File: src/rtl/pipe_rxdetect_ctrl.sv
// PIPE receiver-detection sequencer: parks enabled lanes in P1 with idle transmitters,
// pulses TxDetectRx_Loopback and collects per-lane PhyStatus/RxStatus into a detected-lane mask.
module pipe_rxdetect_ctrl #(
    parameter int LANESNUMBER    = 16,
    parameter int TIMEOUT_CYCLES = 1024,
    parameter int CNT_W          = 11
) (
    input  logic                     CLK,
    input  logic                     reset,
    input  logic                     start,
    input  logic [LANESNUMBER-1:0]   lane_enable,
    input  logic [LANESNUMBER-1:0]   PhyStatus,
    input  logic [3*LANESNUMBER-1:0] RxStatus,
    output logic [4*LANESNUMBER-1:0] PowerDown,
    output logic [LANESNUMBER-1:0]   TxElecIdle,
    output logic [LANESNUMBER-1:0]   TxDetectRx_Loopback,
    output logic                     busy,
    output logic                     done,
    output logic                     timeout,
    output logic [LANESNUMBER-1:0]   detected_lanes,
    output logic [2:0]               dbg_state
);
    // Handshake: start is a single-cycle request, accepted only while busy is low;
    // each accepted start ends in exactly one done or one timeout pulse (never both).

    typedef enum logic [2:0] {IDLE, P1_REQ, P1_WAIT, DETECT, DONE} state_t;

    localparam logic [3:0] PD_P1      = 4'b0010;
    localparam logic [2:0] RX_PRESENT = 3'b011;
    localparam logic [CNT_W-1:0] CNT_LAST = CNT_W'(TIMEOUT_CYCLES - 1);

    state_t                     state_q, state_d;
    logic [LANESNUMBER-1:0]     en_q, en_d;
    logic [LANESNUMBER-1:0]     mask_q, mask_d;
    logic [LANESNUMBER-1:0]     det_q, det_d;
    logic [LANESNUMBER-1:0]     txdet_q, txdet_d;
    logic [LANESNUMBER-1:0]     eidle_q, eidle_d;
    logic [4*LANESNUMBER-1:0]   powerdown_q, powerdown_d;
    logic [CNT_W-1:0]           cnt_q, cnt_d;
    logic                       done_q, done_d;
    logic                       timeout_q, timeout_d;

    logic                       all_p1;
    logic                       cnt_expired;
    logic [LANESNUMBER-1:0]     phy_new;
    logic [LANESNUMBER-1:0]     rx_hit;

    always_comb begin
        all_p1 = 1'b1;
        for (int i = 0; i < LANESNUMBER; i++) begin
            if (lane_enable[i] && (powerdown_q[4*i +: 4] != PD_P1)) all_p1 = 1'b0;
            rx_hit[i] = (RxStatus[3*i +: 3] == RX_PRESENT);
        end
        // Only the first completion of an enabled lane counts; repeats are ignored.
        phy_new     = PhyStatus & en_q & ~mask_q;
        cnt_expired = (cnt_q == CNT_LAST);
    end

    always_comb begin
        state_d     = state_q;
        en_d        = en_q;
        mask_d      = mask_q;
        det_d       = det_q;
        txdet_d     = txdet_q;
        eidle_d     = eidle_q;
        powerdown_d = powerdown_q;
        cnt_d       = cnt_q;
        done_d      = 1'b0;
        timeout_d   = 1'b0;
        case (state_q)
            IDLE: begin
                if (start) begin
                    en_d   = lane_enable;
                    det_d  = '0;
                    mask_d = '0;
                    cnt_d  = '0;
                    if (all_p1) begin
                        state_d = DETECT;
                        txdet_d = lane_enable;
                    end else begin
                        state_d = P1_REQ;
                    end
                end
            end
            P1_REQ: begin
                for (int i = 0; i < LANESNUMBER; i++) begin
                    if (en_q[i]) begin
                        powerdown_d[4*i +: 4] = PD_P1;
                        eidle_d[i]            = 1'b1;
                    end
                end
                state_d = P1_WAIT;
                cnt_d   = '0;
            end
            P1_WAIT: begin
                mask_d = mask_q | (PhyStatus & en_q);
                if (&(mask_d | ~en_q)) begin
                    mask_d  = '0;
                    state_d = DETECT;
                    txdet_d = en_q;
                    cnt_d   = '0;
                end else if (cnt_expired) begin
                    timeout_d = 1'b1;
                    state_d   = IDLE;
                    cnt_d     = '0;
                end else begin
                    cnt_d = cnt_q + 1'b1;
                end
            end
            DETECT: begin
                mask_d  = mask_q | phy_new;
                det_d   = det_q | (phy_new & rx_hit);
                txdet_d = txdet_q & ~phy_new;
                // Completion is checked before the timeout so a last-cycle finish still reports done.
                if (&(mask_d | ~en_q)) begin
                    state_d = DONE;
                    done_d  = 1'b1;
                    txdet_d = '0;
                    cnt_d   = '0;
                end else if (cnt_expired) begin
                    state_d   = IDLE;
                    timeout_d = 1'b1;
                    txdet_d   = '0;
                    cnt_d     = '0;
                end else begin
                    cnt_d = cnt_q + 1'b1;
                end
            end
            DONE: begin
                state_d = IDLE;
                txdet_d = '0;
                cnt_d   = '0;
            end
            default: state_d = IDLE;
        endcase
    end

    always_ff @(posedge CLK) begin
        if (!reset) begin
            state_q     <= IDLE;
            en_q        <= '0;
            mask_q      <= '0;
            det_q       <= '0;
            txdet_q     <= '0;
            eidle_q     <= '1;
            powerdown_q <= {LANESNUMBER{PD_P1}};
            cnt_q       <= '0;
            done_q      <= 1'b0;
            timeout_q   <= 1'b0;
        end else begin
            state_q     <= state_d;
            en_q        <= en_d;
            mask_q      <= mask_d;
            det_q       <= det_d;
            txdet_q     <= txdet_d;
            eidle_q     <= eidle_d;
            powerdown_q <= powerdown_d;
            cnt_q       <= cnt_d;
            done_q      <= done_d;
            timeout_q   <= timeout_d;
        end
    end

    assign PowerDown           = powerdown_q;
    assign TxElecIdle          = eidle_q;
    assign TxDetectRx_Loopback = txdet_q;
    assign busy                = (state_q != IDLE);
    assign done                = done_q;
    assign timeout             = timeout_q;
    assign detected_lanes      = det_q;
    assign dbg_state           = state_q;

endmodule

File: config.mk
export PLATFORM = sky130hd
export DESIGN_NAME = pipe_rxdetect_ctrl
export DESIGN_NICKNAME = d
export VERILOG_FILES = /design/src/rtl/pipe_rxdetect_ctrl.sv
export SDC_FILE = /design/constraint.sdc
export NUM_CORES = 1
export LEC_CHECK = 0
export CAP_MARGIN = 15
export CORE_MARGIN = 2
export CORE_UTILIZATION = 42
export CTS_CLUSTER_DIAMETER = 60
export DETAILED_ROUTE_END_ITERATION = 6
export PLACE_DENSITY_LB_ADDON = 0.25
export SKIP_CTS_REPAIR_TIMING = 1
export SYNTH_ARGS = -nofsm -noshare
export SYNTH_HDL_FRONTEND = slang
export SYNTH_SLANG_ARGS = --single-unit
File: constraint.sdc
create_clock -name CLK -period 2.5 [get_ports CLK]
set_clock_uncertainty 0.15 [all_clocks]
set_input_delay 0.5 -clock CLK [delete_from_list [all_inputs] [get_ports CLK]]
set_output_delay 0.5 -clock CLK [all_outputs]
set_load 0.01 [all_outputs]
### After elaboration in Yosys (flattened, before gate mapping)

Index checks and enable logic that the tools add are counted.

| cells by class | value |
|---|---|
| eq/ne operators | 23 |
| mux-type cells | 24 |
| bitwise gates (word level) | 12 |
| add/sub/neg operators | 1 |
| reductions and logical operators | 15 |

Operator list:

| cell | count |
|---|---|
| 16-bit two-way mux | 6 |
| 16-bit OR | 5 |
| 16-bit bitwise AND | 4 |
| 16-bit case mux with 4 select lines | 1 |
| 3-bit by 2-bit equality test with 1-bit output, second input constant | 18 |
| 16-bit NOT | 3 |
| 16-bit case mux with 3 select lines | 1 |
| 11-bit two-way mux | 4 |
| 11-bit case mux with 4 select lines | 1 |
| 16-bit case mux with 2 select lines | 1 |
| 16-bit AND reduction | 2 |
| 3-bit two-way mux | 4 |
| 3-bit case mux with 4 select lines | 1 |
| 11-bit by 1-bit adder with 11-bit output, second input constant | 1 |
| 11-bit by 10-bit equality test with 1-bit output, second input constant | 1 |
| 2-bit AND reduction | 5 |
| 4-bit nonzero test | 2 |
| 3-bit nonzero test | 2 |
| 1-bit two-way mux | 4 |
| 2-bit inequality test, second input constant | 2 |
| 3-bit by 1-bit equality test with 1-bit output, second input constant | 1 |
| 3-bit equality test, second input constant | 1 |
| 3-bit logical NOT | 1 |
| 3-bit AND reduction | 1 |
| 3 further kinds | 3 |

| word-level totals | value |
|---|---|
| input port bits | 83 |
| flip-flop bits (word level) | 80 |
| output and inout port bits | 118 |

### Longest topological paths before layout

| logic depth | value |
|---|---|
| depth after elaboration | 7 |
| depth in mapped cells | 8 |

### Worst setup path after synthesis

OpenSTA, ideal clock, no wires.

| timing | value |
|---|---|
| path kind | reg-to-reg |
| from | reg cnt_q[0] |
| to | reg cnt_q[2] |
| arrival | 1652 ps |
| clock period less this slack | 1935 ps |
| setup time | 133 ps |
| stages on the path, launching flop included | 6 |
| path buffers | 0 |
| path slack | 565 ps |
| path through | dfxtp_1 > ha_1 > nand2_1 > or4_1 > a31oi_2 > nor3_1 |

| on the way | value |
|---|---|
| longest elaborated chain between the ends | 4 |

Ends and longest elaborated chain:

| element | line | source |
|---|---|---|
| from (decl) | 39 | `logic [CNT_W-1:0] cnt_q, cnt_d;` |
| from (signal assigned) | 158 | `cnt_q <= cnt_d;` |
| 11-bit by 1-bit adder with 11-bit output or 11-bit by 10-bit equality test with 1-bit output (tied branches) | 107, 126, 56 |  |
| 11-bit two-way mux * | 102, 120 |  |
| 11-bit two-way mux, on equally long branches | 115, 97 |  |
| 11-bit case mux with 4 select lines * | 70 | `case (state_q)` |

Mark *: on every way between the ends. The rest lies on a longest branch, timed or not.
A chain may end at the register's enable or synchronous reset.

### Worst setup path in the final report

| timing | value |
|---|---|
| from | reg state_q[2] (netlist: dbg_state[2]) |
| to | out busy |

| on the way | value |
|---|---|
| longest elaborated chain between the ends | 1 |

Ends and longest elaborated chain:

| element | line | source |
|---|---|---|
| from (decl) | 32 | `state_t state_q, state_d;` |
| from (signal assigned) | 151 | `state_q <= state_d;` |
| 3-bit nonzero test | 167 | `assign busy = (state_q != IDLE);` |
| to (decl) | 17 | `output logic busy,` |

No other way between the ends.

==> results.toml <==
[worst_setup_path]
path_cells = "nor3_1 > inv_1 > clkdlybuf4s50_1"
startpoint = "dbg_state[2]"
worst-path-buf-inv = 2
worstPathRequired_ns = 1.85
maximum_single_stage_delay_on_the_critical_path_ns = 0.49
regToRegSetupSlack_ns = 0.39
cp_launch_type = "register"
timing.critical_path.slowest_stage_cell = "clkdlybuf4s50_1"
kind_of_end_point_of_the_critical_path = "output pin"
critical_path_arrival_ns = 1.76
crit_family = "buffers and inverters"
regToRegStartpoint = "dbg_state[2]"
critical_path_class = "register to output pin"
peak_fanout_along_the_critical_path = 12

[global_routing]
grtUsageTotal_pct = 23.06
grt_pass1_wl_mm = 20.96
grt_pass1_vias = 4194
global_route.overflow_total = 0
largest_net_degree_at_the_start_of_global_routing = 28
grt_antenna_before_repair = 0

[layout]
final-instance-count-excl-fill = 840
final_net_count = 783
footprint_of_the_multi_input_gates_mm2 = 0.002352
drive_gt1_share_pct = 12.36
layout_commonest_cell = "clkdlybuf4s50_1"
layout_common_cells = "clkdlybuf4s50_1 (120), dfxtp_1 (80), conb_1 (80), nand2_1 (75), buf_4 (46)"
flow.area_growth_from_synthesis_pct = 34.01
fillers = 957
antenna-diode-count = 0
sequential_cell_area_mm2 = 0.001602

[route]
detailroute.via_count = 4403
drcViolationCount = 0
routed_wirelength_normalized_by_instance_count_um = 15.93
dr.pass1.iters = 5
vias_per_cell = 5.242
drt-total-wl_mm = 13.38
remaining_number_of_nets_flagged_by_the_antenna_check_after_routing = 0
drt_iter0_markers = 298

[timing]
fin_hold_ws_ns = 0.3157
grt_setup_unrepaired = "no"
maximum_clock_frequency_mhz = 415.7
timing_worst_slew_pin_value_ns = 0.6390
relSlewSlack_pct = 57.40
postLayoutSetupSlackWorst_ns = 0.09465
setup_violations = 0
min_period_over_period_pct = 96.21
final.min_clock_period_ns = 2.405
report.final.slew_viol_count = 0
final-hold-violation-count = 0

[logic_synthesis]
synth_top_family_by_area = "simple AND/OR/NAND/NOR gates"
synth_edf_count = 0
synth_area_mm2 = 0.004477
synth_top_area_share_pct = 35.77
synth.distinct_cells = 51
ys_dominant_reg_cell = "dfxtp_1"
synth_top_area_cell = "dfxtp_1"
synth-compound-area-share_pct = 20.23
synth-warning-count = 0
postSynthAreaPerCell_um2 = 8.095
yosys-mux-area-fraction_pct = 0.4751
register_bit_total_from_synthesis = 80
gate_count_after_technology_mapping = 553
async_reset_ff_share_pct = 0
simple_gate_share_of_the_synthesized_area_pct = 23.48
yosys-top-cells-area = "dfxtp_1 (36%), buf_4 (14%), nand2_1 (6.3%), a32oi_1 (3.1%), o2111ai_1 (3.1%)"
synth_adder_area_share_pct = 0.2795
yosys.area_share.xor_xnor_pct = 1.369
ys_seq_area_share_pct = 35.77

[cts]
cts_made_buffers = 9
clock_tree.root_cell = "clkbuf_8"
tritoncts = "built"
clk_path_buf_depth = 2
htree_num_levels = 3
numClockSinks = 80
path_clk_slew_ns = 0.08
worst_skew_pair.late_latency_ns = 0.35

[placed_design]
dpl.hpwl_mm = 9.844
port_buffers = 120
final_weighted_congestion_in_routability_driven_placement = 0.8921
dp_cells = 824
dp_worst_setup_slack_ns = -0.1420

[floorplan]
rows = 37
fp.coreArea_mm2 = 0.01032
die_height_um = 107.2
die_w_um = 107.2
floorplan.io_pins = 201
start_util_pct = 43.36
die_area_mm2 = 0.01150

[hold_path]
hold_path.class = "register to register"
min_from = "cnt_q[10]"

[power]
power_per_cell_area_mw_per_mm2 = 631.4
static-leakage-power_nw = 2.187
irDropWorstVdd_uv = 375.0

[status]
run_status = "complete, no violations"

[job]
maxCapViolations = 0
## registers in the layout, summed over array words and instances (netlist names)
signal	flops
TxDetectRx_Loopback	16
cnt_q	11
dbg_state	3
detected_lanes	16
done	1
en_q	16
mask_q	16
timeout	1
## worst min-delay path, stage by stage, from the launching register on
cell and delay [ns]:
dfxtp_1 0.32, nand2_1 0.07, a21oi_1 0.04
## metal layers
layer,vias up,GRT usage (%),part of all wire [%]
li1,2119,-,-
met2,223,38.97,49
met4,0,7.978,1.7
met1,2043,29.88,42
met5,-,0,0
met3,18,3.465,8.0
## power by group
part / switching, W / internal, W / leakage, nW
clock network: 0.000481 / 0.000488 / 0.0993
logic: 0.000749 / 0.000584 / 1.44
registers: 0.000113 / 0.00137 / 0.649
total: 0.00134 / 0.00244 / 2.19
## synth_stat cells, drive strengths merged (2+ instances only)
master and instances:
buf 93, dfxtp 80, nand2 75, nor2 39
nor3 28, nor4 23, a21oi 20, a31oi 19
clkbuf 19, inv 18, o211ai 18, a22oi 17
nor3b 17, o21ai 17, a32oi 16, o2111ai 16
nand4 5, xor2 4, nand2b 3, xnor2 3
and2 2, conb 2, nand3 2, o21a 2
## cells by family after synthesis
logic type,Yosys count
adders and majority gates,1
other,2
xor gates and xnor gates,7
muxes,2
and+or+nand+nor,203
DFF,80
AOI/OAI and AO/OA,127
buffers and inverters,131
## per-stage QoR
step	utilization (%)	instance area, um^2	power [W]	setup TNS [ns]
after floorplan	-	4770	0.002250	0
after global placement	56.20	5802	0.002803	-3.916
after detailed placement	56.20	5802	0.002827	-3.628
after CTS	58.11	6000	0.003784	0
after global routing	58.11	6000	0.003977	0
final	58.11	6000	0.003788	0
## final timing paths
check,depth (start not counted),to
worst max-delay path,3,busy
worst min-delay path,2,cnt_q[10]
worst max register to register,5,TxDetectRx_Loopback[8]
worst min register to register,2,cnt_q[10]
## layout make-up
type / count / area share [%]
Clock inverter: 5 / 0.9385
Timing Repair Buffer: 169 / 26.78
Tap cell: 136 / 2.836
Multi-Input combinational cell: 420 / 39.21
Sequential cell: 80 / 26.69
Inverter: 19 / 1.189
Clock buffer: 11 / 2.357
(Power assumes the default switching activity.)
